`src/rtl/tx_jogada_serial_if.sv`:
```
// Bundle of the move/result inputs and UART status outputs that pass between
// the game control unit (master) and the serial record transmitter (slave).
interface tx_jogada_serial_if;
  logic       partida;
  logic [3:0] macro;
  logic [3:0] micro;
  logic [1:0] jogador;
  logic [1:0] resultado;
  logic       saida_serial;
  logic       ocupado;
  logic       pronto;
  logic [2:0] db_estado;

  modport master (
    output partida, macro, micro, jogador, resultado,
    input  saida_serial, ocupado, pronto, db_estado
  );

  modport slave (
    input  partida, macro, micro, jogador, resultado,
    output saida_serial, ocupado, pronto, db_estado
  );
endinterface

```
`src/rtl/tx_jogada_serial.sv`:
```
// Serial record transmitter for the game datapath.
// On a start request it latches the last move and the game result, then sends a
// 5-character ASCII record (macro, micro, player, result, LF) over a UART line,
// LSB first. Default framing is 8N1; defining PARIDADE_EN inserts an even parity
// bit between D7 and the stop bit (8E1).
module tx_jogada_serial #(
  parameter int CICLOS_POR_BIT = 434,
  parameter int LARGURA_CNT    = 16
) (
  input  logic             clock,
  input  logic             reset,
  tx_jogada_serial_if.slave bus
);

`ifdef PARIDADE_EN
  localparam int NBITS = 11;
`else
  localparam int NBITS = 10;
`endif

  typedef enum logic [2:0] {
    INICIAL   = 3'd0,
    PREPARA   = 3'd1,
    TRANSMITE = 3'd2,
    PROXIMO   = 3'd3,
    FINAL     = 3'd4
  } estado_t;

  estado_t                estado_q, estado_d;
  logic [3:0]             macro_r, micro_r;
  logic [1:0]             jogador_r, resultado_r;
  logic [2:0]             indice;
  logic [LARGURA_CNT-1:0] cnt_baud;
  logic [3:0]             cnt_bit;
  logic [NBITS-1:0]       quadro;
  logic [NBITS-1:0]       quadro_novo;
  logic [7:0]             caractere;
  logic                   saida_r, ocupado_r, pronto_r;
  logic                   fim_bit, ultimo_bit;

  // Addresses above 9 have no decimal digit, so they are shown as '?'.
  function automatic logic [7:0] ascii_endereco(input logic [3:0] a);
    if (a > 4'd9) return 8'h3F;
    else          return 8'h30 + {4'h0, a};
  endfunction

  assign fim_bit    = (cnt_baud == LARGURA_CNT'(CICLOS_POR_BIT - 1));
  assign ultimo_bit = (cnt_bit == 4'(NBITS - 1));

  // Select the record character addressed by the current index.
  always_comb begin
    // NOTE: every signal written here gets a default first, so no path leaves it
    // unassigned and no latch is inferred.
    caractere = 8'h0A;
    case (indice)
      3'd0: caractere = ascii_endereco(macro_r);
      3'd1: caractere = ascii_endereco(micro_r);
      3'd2: begin
        case (jogador_r)
          2'b01:   caractere = 8'h58;
          2'b10:   caractere = 8'h4F;
          default: caractere = 8'h2D;
        endcase
      end
      3'd3:    caractere = 8'h30 + {6'h0, resultado_r};
      default: caractere = 8'h0A;
    endcase
  end

  // Build the UART frame, start bit in bit 0 so it leaves the shifter first.
  always_comb begin
`ifdef PARIDADE_EN
    quadro_novo = {1'b1, ^caractere, caractere, 1'b0};
`else
    quadro_novo = {1'b1, caractere, 1'b0};
`endif
  end

  // State register.
  always_ff @(posedge clock) begin
    // NOTE: sequential state uses non-blocking assignments so every register
    // samples the pre-edge values, independent of statement order.
    if (reset) estado_q <= INICIAL;
    else       estado_q <= estado_d;
  end

  // Next-state decode; unused codes fall back to INICIAL.
  always_comb begin
    estado_d = estado_q;
    case (estado_q)
      INICIAL:   if (bus.partida) estado_d = PREPARA;
      PREPARA:   estado_d = TRANSMITE;
      TRANSMITE: if (fim_bit && ultimo_bit) estado_d = PROXIMO;
      PROXIMO:   estado_d = (indice == 3'd4) ? FINAL : PREPARA;
      FINAL:     estado_d = INICIAL;
      default:   estado_d = INICIAL;
    endcase
  end

  // Datapath: input latch, character index, baud/bit counters, shifter and
  // registered outputs.
  always_ff @(posedge clock) begin
    if (reset) begin
      macro_r     <= '0;
      micro_r     <= '0;
      jogador_r   <= '0;
      resultado_r <= '0;
      indice      <= '0;
      cnt_baud    <= '0;
      cnt_bit     <= '0;
      quadro      <= '1;
      saida_r     <= 1'b1;
      ocupado_r   <= 1'b0;
      pronto_r    <= 1'b0;
    end else begin
      // Line only follows the shifter while transmitting; it idles high otherwise.
      saida_r   <= (estado_q == TRANSMITE) ? quadro[0] : 1'b1;
      ocupado_r <= (estado_d != INICIAL) && (estado_d != FINAL);
      pronto_r  <= (estado_q == FINAL);

      case (estado_q)
        INICIAL: begin
          if (bus.partida) begin
            macro_r     <= bus.macro;
            micro_r     <= bus.micro;
            jogador_r   <= bus.jogador;
            resultado_r <= bus.resultado;
            indice      <= 3'd0;
          end
        end
        PREPARA: begin
          quadro   <= quadro_novo;
          cnt_baud <= '0;
          cnt_bit  <= '0;
        end
        TRANSMITE: begin
          if (fim_bit) begin
            cnt_baud <= '0;
            cnt_bit  <= cnt_bit + 4'd1;
            quadro   <= {1'b1, quadro[NBITS-1:1]};
          end else begin
            cnt_baud <= cnt_baud + LARGURA_CNT'(1);
          end
        end
        PROXIMO: begin
          if (indice != 3'd4) indice <= indice + 3'd1;
        end
        default: ;
      endcase
    end
  end

  assign bus.saida_serial = saida_r;
  assign bus.ocupado      = ocupado_r;
  assign bus.pronto       = pronto_r;
  assign bus.db_estado    = estado_q;

endmodule
```
`src/flat_wrapper.sv`:
```
// flat-port wrapper written by rule: the top's interface ports become plain ports
module tx_jogada_serial_flat 
#(
  parameter int CICLOS_POR_BIT = 434,
  parameter int LARGURA_CNT    = 16
)
  (clock, reset, bus_partida, bus_macro, bus_micro, bus_jogador, bus_resultado, bus_saida_serial, bus_ocupado, bus_pronto, bus_db_estado);
  tx_jogada_serial_if bus_i ();
  input  logic clock;
  input  logic reset;
  input wire logic [$bits(bus_i.partida)-1:0] bus_partida;
  input wire logic [$bits(bus_i.macro)-1:0] bus_macro;
  input wire logic [$bits(bus_i.micro)-1:0] bus_micro;
  input wire logic [$bits(bus_i.jogador)-1:0] bus_jogador;
  input wire logic [$bits(bus_i.resultado)-1:0] bus_resultado;
  output wire logic [$bits(bus_i.saida_serial)-1:0] bus_saida_serial;
  output wire logic [$bits(bus_i.ocupado)-1:0] bus_ocupado;
  output wire logic [$bits(bus_i.pronto)-1:0] bus_pronto;
  output wire logic [$bits(bus_i.db_estado)-1:0] bus_db_estado;
  assign bus_i.partida = bus_partida;
  assign bus_i.macro = bus_macro;
  assign bus_i.micro = bus_micro;
  assign bus_i.jogador = bus_jogador;
  assign bus_i.resultado = bus_resultado;
  assign bus_saida_serial = bus_i.saida_serial;
  assign bus_ocupado = bus_i.ocupado;
  assign bus_pronto = bus_i.pronto;
  assign bus_db_estado = bus_i.db_estado;
  tx_jogada_serial #(.CICLOS_POR_BIT(CICLOS_POR_BIT), .LARGURA_CNT(LARGURA_CNT)) u_core (.clock(clock), .reset(reset), .bus(bus_i));
endmodule
```
`config.mk`:
```
export PLATFORM = sky130hd
export DESIGN_NAME = tx_jogada_serial_flat
export DESIGN_NICKNAME = d
export VERILOG_FILES = /design/src/rtl/tx_jogada_serial_if.sv /design/src/rtl/tx_jogada_serial.sv /design/src/flat_wrapper.sv
export SDC_FILE = /design/constraint.sdc
export NUM_CORES = 1
export LEC_CHECK = 0
export CORE_ASPECT_RATIO = 1.4
export CORE_MARGIN = 4
export CORE_UTILIZATION = 57
export CTS_CLUSTER_DIAMETER = 30
export DETAILED_ROUTE_END_ITERATION = 6
export PLACE_DENSITY = 0.89
export SLEW_MARGIN = 20
export SYNTH_ARGS = -nofsm -noshare
export SYNTH_HDL_FRONTEND = slang
export SYNTH_SLANG_ARGS = --single-unit
```
`constraint.sdc`:
```
create_clock -name clock -period 2.1 [get_ports clock]
set_input_delay 0.42 -clock clock [delete_from_list [all_inputs] [get_ports clock]]
set_output_delay 0.42 -clock clock [all_outputs]
set_load 0.1 [all_outputs]
```
Word level (Yosys, flattened, before mapping)

Index checks and enable logic that the tools add are counted.

Register bits: 51
Bits of input ports: 15
Output and inout port bits: 6

$add $sub $neg: 6
Order comparisons: 2
Equality and inequality tests: 17
Muxes and demuxes: 17
Bitwise operators: 1
Reductions and logical operators: 11

Operator list:

| operator                                                          | number |
|---|---|
| 16-bit case mux with 2 select lines                               | 1 |
| 8-bit case mux with 4 select lines                                | 1 |
| 10-bit case mux with 2 select lines                               | 1 |
| 16-bit by 1-bit adder with 16-bit output (second input constant)  | 1 |
| 16-bit by 9-bit == test with 1-bit output (second input constant) | 1 |
| 16-bit two-way mux                                                | 1 |
| 8-bit two-way mux                                                 | 2 |
| 3-bit two-way mux                                                 | 5 |
| 6-bit by 4-bit adder with 7-bit output (first input constant)     | 2 |
| 7-bit case mux with 2 select lines                                | 1 |
| 3-bit by 2-bit == test with 1-bit output (second input constant)  | 4 |
| 3-bit case mux with 4 select lines                                | 1 |
| 10-bit two-way mux                                                | 1 |
| 4-bit > comparator (second input constant)                        | 2 |
| 4-bit case mux with 2 select lines                                | 1 |
| 6-bit by 2-bit adder with 7-bit output (first input constant)     | 1 |
| 3-bit by 1-bit == test with 1-bit output (second input constant)  | 2 |
| 3-bit == test (second input constant)                             | 2 |
| 3-bit logical NOT                                                 | 2 |
| 3-bit inequality test (second input constant)                     | 2 |
| 3-bit case mux with 2 select lines                                | 1 |
| 4-bit by 1-bit adder with 4-bit output (second input constant)    | 1 |
| 4-bit == test (second input constant)                             | 1 |
| 4-bit two-way mux                                                 | 1 |
| 12 further kinds                                                  | 16 |

Logic depth before layout (Yosys ltp)

Gate-level depths: netlist of the first run.

Word-level depth: 6
Gate-level depth with buffers: 8
Mapped depth without buffers: 7

Worst setup path before layout of the first run

Ideal clock, no wire load.

Kind: register to register
From: register u_core.estado_q[1], in the netlist u_core.bus.db_estado[1]
To: register u_core.cnt_baud[5]
Setup time: 0.074 ns
Arrival time: 2.455 ns
Slack: -0.429 ns
Cell stages (with the launch flop): 7
Buffers on the path: 2
Clock period less this slack: 2.529 ns
Cells stage by stage: dfxtp_1 -> or3b_1 -> buf_6 -> or3_1 -> buf_6 -> or3_1 -> o21ai_0

Cells in the longest elaborated chain, start to end: 2

Ends and longest elaborated chain:

| item                                                                                                 | line                    | RTL |
|---|---|---|
| from (decl)                                                                                          | tx_jogada_serial.sv:29  | `estado_t estado_q, estado_d;` |
| from (signal assigned)                                                                               | tx_jogada_serial.sv:84  | `else estado_q <= estado_d;` |
| 3-bit by 2-bit == test with 1-bit output or 3-bit by 1-bit == test with 1-bit output (tied branches) | tx_jogada_serial.sv:121 | `case (estado_q)` |
| 16-bit case mux with 2 select lines or 2-bit nonzero test (tied branches)                            | n/a                     |  |
| to (signal assigned)                                                                                 | tx_jogada_serial.sv:142 | `cnt_baud <= cnt_baud + LARGURA_CNT'(1);` |
| to (decl)                                                                                            | tx_jogada_serial.sv:33  | `logic [LARGURA_CNT-1:0] cnt_baud;` |

Parallel ways exist; a longest one is shown, timed or not.
A chain may end at the register's enable or synchronous reset.

Worst setup path after layout of the first run

From: register u_core.cnt_baud[6]
To: register u_core.cnt_bit[1]

Cells in the longest elaborated chain, start to end: 3

Ends and longest elaborated chain:

| item                                                              | line                    | RTL |
|---|---|---|
| 16-bit by 9-bit == test with 1-bit output                         | tx_jogada_serial.sv:47  | `assign fim_bit = (cnt_baud == LARGURA_CNT'(CICLOS_POR_BIT - 1));` |
| 2-bit by 1-bit inequality test with 1-bit output (no source line) | n/a                     |  |
| 2-bit AND reduction (no source line)                              | n/a                     |  |
| to (signal assigned)                                              | tx_jogada_serial.sv:139 | `cnt_bit <= cnt_bit + 4'd1;` |
| to (decl)                                                         | tx_jogada_serial.sv:34  | `logic [3:0] cnt_bit;` |

No other way between the ends.

==> impl_metrics.ini, run 1 <==
[status]
status = complete, no violations

[sta]
finalCriticalPeriod_ns = 1.942
drv_slew = 0
rsz0062_at_grt = no
skew_ns = 0.006616
worstMarginPinSlew_ns = 0.4252
finalHoldViolations = 0
fin_crit_sh_pct = 92.47
finalSetupViolCount = 0
holdWs_ns = 0.4480
max_freq_mhz = 515.0
relSlewSlack_pct = 71.55

[route]
viasPerCell = 5.945
wl_per_cell_um = 14.44
post-route-drc-count = 0
drt-initial-drc-count = 123
wl_um = 5775
via_count = 2378
ant_nets = 0
drt-pass1-iter-count = 5

[global_route]
grt_pass1_wl_um = 10050
use_met3_pct = 4.021
grt_use_met1_pct = 21.91
grt_usage_pct = 22.64
use_met2_pct = 44.21
grt_pass1_vias = 2350
overflow = 0
grt_max_degree = 43
antenna_found_initial = 0
grt_busiest_layer = met2

[pwr]
ir_worst_vdd_uv = 391.2
p_leak_nw = 1.133
power.total_mw = 1.869
p_per_area_nw_per_um2 = 628.8

[synth]
ys_seq_area_share_pct = 39.96
async_flop_share_pct = 0
synth-edff-count = 0
syn_inst = 308
syn_area_sq_um = 2505
syn_area_per_cell_sq_um = 8.133
ys_seq_elements = 50
synth_warnings = 0
syn_nets = 334
synth_cell_types = 48
ys.flop_type = dfxtp_1

[worst_setup_path]
arrival_ns = 2.19
required_ns = 2.35
slowest_delay_ns = 0.38
critical-path-top-delay-family = simple AND/OR/NAND/NOR gates
crit_chain = buf_4 > nor4_1 > and4_1 > and2_0 > mux2_2 > nor2_1
path_max_fanout = 8
worst-path-buf-inv = 1
cp-start-kind = flip-flop
cpMaxStageDelayCell = mux2_2
worst-setup-path-type = reg -> reg
end_kind = flip-flop

[die]
dieWidth_um = 64.03
start_util_pct = 59.09
die_h_um = 86.44
core_sq_um = 4239
die_area_sq_um = 5534
row_count = 28
ios = 21

[job]
max_cap_viol_count = 0

[cts]
clk_latency_ns = 0.30
numCtsBuffers = 5
cts_resized = 0
postCtsSetupBuffers = 0
cts-root-buf = clkbuf_8
path_clk_slew_ns = 0.08
htree_levels = 2
cts_buffer_depth = 2
cts_hold_buf = 0
clock-sinks = 50
cts_tree = yes

[min_path]
hp-class = reg -> reg

[finish]
layout_common_cells = dfxtp_1 (47), nand2_1 (41), a21oi_1 (35)
diodes = 0
final_core_util_pct = 70.10
drive_above_1_share_pct = 14.12
layout_commonest_cell = dfxtp_1
syn2layout_area_growth_pct = 18.63
nets = 367
fillers = 359
stdcell_area_sq_um = 2972

[placed_design]
io_buffer_count = 20
dp_hpwl_um = 4310
place.gp.congestion = 0.8793
dpl-instance-area_sq_um = 2868
## synthesized netlist by cell type (3+ instances only)
| cell | number | area share, % |
|---|---|---|
| or3_1 | 5 | 1.2 |
| and3_1 | 4 | 1.0 |
| a211o_1 | 6 | 2.1 |
| a21oi_1 | 36 | 7.2 |
| o21ai_0 | 12 | 2.4 |
| inv_1 | 12 | 1.8 |
| nor2_1 | 24 | 3.6 |
| a31oi_1 | 5 | 1.2 |
| o22ai_1 | 3 | 0.75 |
| dfxtp_1 | 50 | 40 |
| nand4_1 | 4 | 1.0 |
| and4_1 | 3 | 1.0 |
| a21o_1 | 7 | 2.1 |
| nor3_1 | 12 | 2.4 |
| nor3b_1 | 4 | 1.2 |
| nand3_1 | 9 | 1.8 |
| nor4_1 | 6 | 1.5 |
| nand2b_1 | 7 | 1.7 |
| nand2_1 | 41 | 6.1 |
| buf_6 | 3 | 1.3 |
| ha_1 | 11 | 5.5 |
| clkbuf_1 | 11 | 1.6 |
| nor4b_1 | 3 | 1.0 |
## report_power, final
group	switching (mW)	total, mW	internal (mW)
sequential	0.0310	1.02	0.988
clock	0.297	0.552	0.255
combinational	0.175	0.299	0.124
## per-stage QoR
stage	setup TNS, ns	setup WS, ns	cells
4_1_cts	0	0.1262	400
3_5_place_dp	0	0.1137	394
6_report	0	0.1581	400
2_1_floorplan	-0.08037	-0.08037	308
3_3_place_gp	0	0.1281	394
5_1_grt	0	0.02887	400
## area by class of cell
class / count / area [sq um] / share of cell area, %
multi-input combinational: 230 / 1401 / 47.16
inverter: 12 / 45.04 / 1.516
timing repair buffer: 42 / 362.8 / 12.21
sequential: 50 / 1005 / 33.81
tap: 60 / 75.07 / 2.526
clock buffer: 6 / 82.58 / 2.779
## final timing paths
check	from	to	slack (ns)	depth (start not counted)
max reg2reg	u_core.cnt_baud[6]$_SDFFE_PP0P_	u_core.cnt_bit[1]$_SDFFE_PP0P_	0.16	6
max	u_core.cnt_baud[6]$_SDFFE_PP0P_	u_core.cnt_bit[1]$_SDFFE_PP0P_	0.16	6
min reg2reg	u_core.quadro[0]$_SDFFE_PP1P_	u_core.bus.saida_serial$_SDFF_PP1_	0.45	1
min	u_core.quadro[0]$_SDFFE_PP1P_	u_core.bus.saida_serial$_SDFF_PP1_	0.45	1
## cells by family (layout without fill, tap and decap cells)
kind of cell,count (synthesis),after routing,synth area share [%]
AO/OA/AOI/OAI,84,84,20.98
XOR/XNOR,2,2,0.6994
flip-flops,50,50,39.96
buffers and inverters,28,60,5.195
multiplexers,2,2,0.8491
AND/OR/NAND/NOR,131,131,26.82
adder cells (fa/ha/maj),11,11,5.494
## sequential cells by signal, summed over array words and instances, names as in the netlist
register and flops:
u_core.cnt_baud 16, u_core.quadro 9, u_core.cnt_bit 4, u_core.macro_r 4, u_core.micro_r 4, u_core.bus.db_estado 3
u_core.indice 3, u_core.jogador_r 2, u_core.resultado_r 2, u_core.bus.ocupado 1, u_core.bus.pronto 1, u_core.bus.saida_serial 1
## layer usage
metal / part of all wire, % / up-vias
met4: 4.0 / 0
li1: - / 1184
met2: 55 / 62
met3: 3.4 / 26
met5: 0 / -
met1: 38 / 1106
Note: power is estimated with default switching activity, not from simulation.
==> run 2: changes to the inputs <==
PLACE_DENSITY = 0.8   (was 0.89)
==> impl_metrics.ini, run 2 (synthesis results as in run 1) <==
[cts]
cts_buffer_depth = 2
cts_hold_buf = 0
numCtsBuffers = 5
cts-root-buf = clkbuf_8
cts_tree = yes
clk_latency_ns = 0.30
path_clk_slew_ns = 0.09
htree_levels = 2
clock-sinks = 50

[route]
via_count = 2347
viasPerCell = 5.927
drt-pass1-iter-count = 4
wl_um = 5492
ant_nets = 0
drt-initial-drc-count = 162
post-route-drc-count = 0
wl_per_cell_um = 13.87

[die]
row_count = 28
start_util_pct = 59.09
die_h_um = 86.44
dieWidth_um = 64.03
core_sq_um = 4239
die_area_sq_um = 5534
ios = 21

[global_route]
grt_usage_pct = 21.93
grt_pass1_wl_um = 9929
grt_pass1_vias = 2340
antenna_found_initial = 0
grt_max_degree = 25
overflow = 0

[sta]
worstMarginPinSlew_ns = 0.4977
drv_slew = 0
max_freq_mhz = 523.4
rsz0062_at_grt = no
finalHoldViolations = 0
finalSetupViolCount = 0
finalCriticalPeriod_ns = 1.910
holdWs_ns = 0.4416
fin_crit_sh_pct = 90.98
skew_ns = 0.008102
relSlewSlack_pct = 66.52

[pwr]
p_per_area_nw_per_um2 = 628.0
p_comb_share_pct = 15.8
p_leak_nw = 1.108
p_sw_mw = 0.5004
ir_worst_vdd_uv = 459.1
seq_power_share_pct = 55.6
sw_frac_of_total_pct = 27.34
power.total_mw = 1.831
power.share.clock_pct = 28.7
p_int_mw = 1.330

[placed_design]
dp_hpwl_um = 4180
io_buffer_count = 20
place.gp.congestion = 0.8578

[finish]
reg_top3 = u_core.cnt_baud (16), u_core.quadro (9)
layout_common_cells = dfxtp_1 (47), nand2_1 (41), a21oi_1 (36)
nets = 362
syn2layout_area_growth_pct = 16.38
diodes = 0
regMostFlops = u_core.cnt_baud
regArea_sq_um = 1005
multi_input_area_sq_um = 1386
largest_register_ffs = 16
drive_above_1_share_pct = 12.20
fillers = 371
layout_commonest_cell = dfxtp_1

[worst_setup_path]
critical-path-top-delay-family = compound AO/OA/AOI/OAI gates
slowest_delay_ns = 0.36
path_max_fanout = 13
cp-start-kind = flip-flop
end_kind = flip-flop
cpMaxStageDelayCell = a21oi_1
crit_chain = inv_1 > ha_1 > nor4b_2 > and4_1 > a21oi_1 > buf_12 > nor2_1 > a211o_1
rr_worst_depth = 8
arrival_ns = 2.10
cp.depth = 8
worst-setup-path-type = reg -> reg
required_ns = 2.29
worst-path-buf-inv = 2

[job]
max_cap_viol_count = 0

[min_path]
hp-class = reg -> reg
hold_depth = 1

[status]
status = complete, no violations
## run 2: changes by cell type in the layout (fill, tap and decap cells not counted), sizes merged
cell,previous run,this run
buf,28,23
clkinv,0,2
clkbuf,6,5
## run 2: power groups by stage
stage / Clock, mW / Combinational [mW] / Sequential [mW]
2_1_floorplan: 0 / 0.157 / 1.07
3_3_place_gp: 0 / 0.283 / 1.04
3_5_place_dp: 0 / 0.289 / 1.04
4_1_cts: 0.540 / 0.290 / 1.02
5_1_grt: 0.572 / 0.323 / 1.02
6_report: 0.525 / 0.289 / 1.02
## run 2: layout make-up
cell class | count | share of cell area [%]
clock buffers | 5 | 2.361
flip-flops and latches | 50 | 34.46
multi-input cells | 230 | 47.55
inverters | 12 | 1.545
repair buffers | 37 | 11.16
clock inverters | 2 | 0.3433
well taps | 60 | 2.575
## run 2: through the flow
| step | cells | TNS [ns] | setup slack [ns] | cell area [sq um] | util (%) |
|---|---|---|---|---|---|
| floorplan | 308 | -0.08037 | -0.08037 | 2509 | - |
| global placement | 389 | 0 | 0.1038 | 2830 | 66.77 |
| detailed placement | 389 | 0 | 0.07207 | 2830 | 66.77 |
| CTS | 396 | 0 | 0.06026 | 2909 | 68.62 |
| global route | 396 | 0 | 0.02037 | 2915 | 68.77 |
| finish | 396 | 0 | 0.1895 | 2915 | 68.77 |
## run 2: path summary, 6_finish.rpt
check	slack [ns]	to	start
hold / removal	0.44	u_core.bus.saida_serial$_SDFF_PP1_	u_core.quadro[0]$_SDFFE_PP1P_
setup / recovery	0.19	u_core.quadro[5]$_SDFFE_PP1P_	u_core.cnt_baud[1]$_SDFFE_PP0P_
hold reg to reg	0.44	u_core.bus.saida_serial$_SDFF_PP1_	u_core.quadro[0]$_SDFFE_PP1P_
setup reg to reg	0.19	u_core.quadro[5]$_SDFFE_PP1P_	u_core.cnt_baud[1]$_SDFFE_PP0P_
## run 2: what timing repair did
item	4_1_cts	5_1_grt
setup endpoints to repair	0	8
setup buffers	0	0
resized for setup	0	1
## run 2: per-layer routing
layer	vias to the layer above	track usage [%]	wire (um)
met4	0	13.75	248
li1	1173	-	-
met1	1100	21.24	2081
met5	-	0	0
met3	24	3.372	175
met2	50	42.24	2987
==> run 3: changes to the inputs <==
GPL_ROUTABILITY_DRIVEN = 0   (was not set)
==> results of run 3 <==
Same layout as run 2: the final DEF is identical, and so are final timing and power.
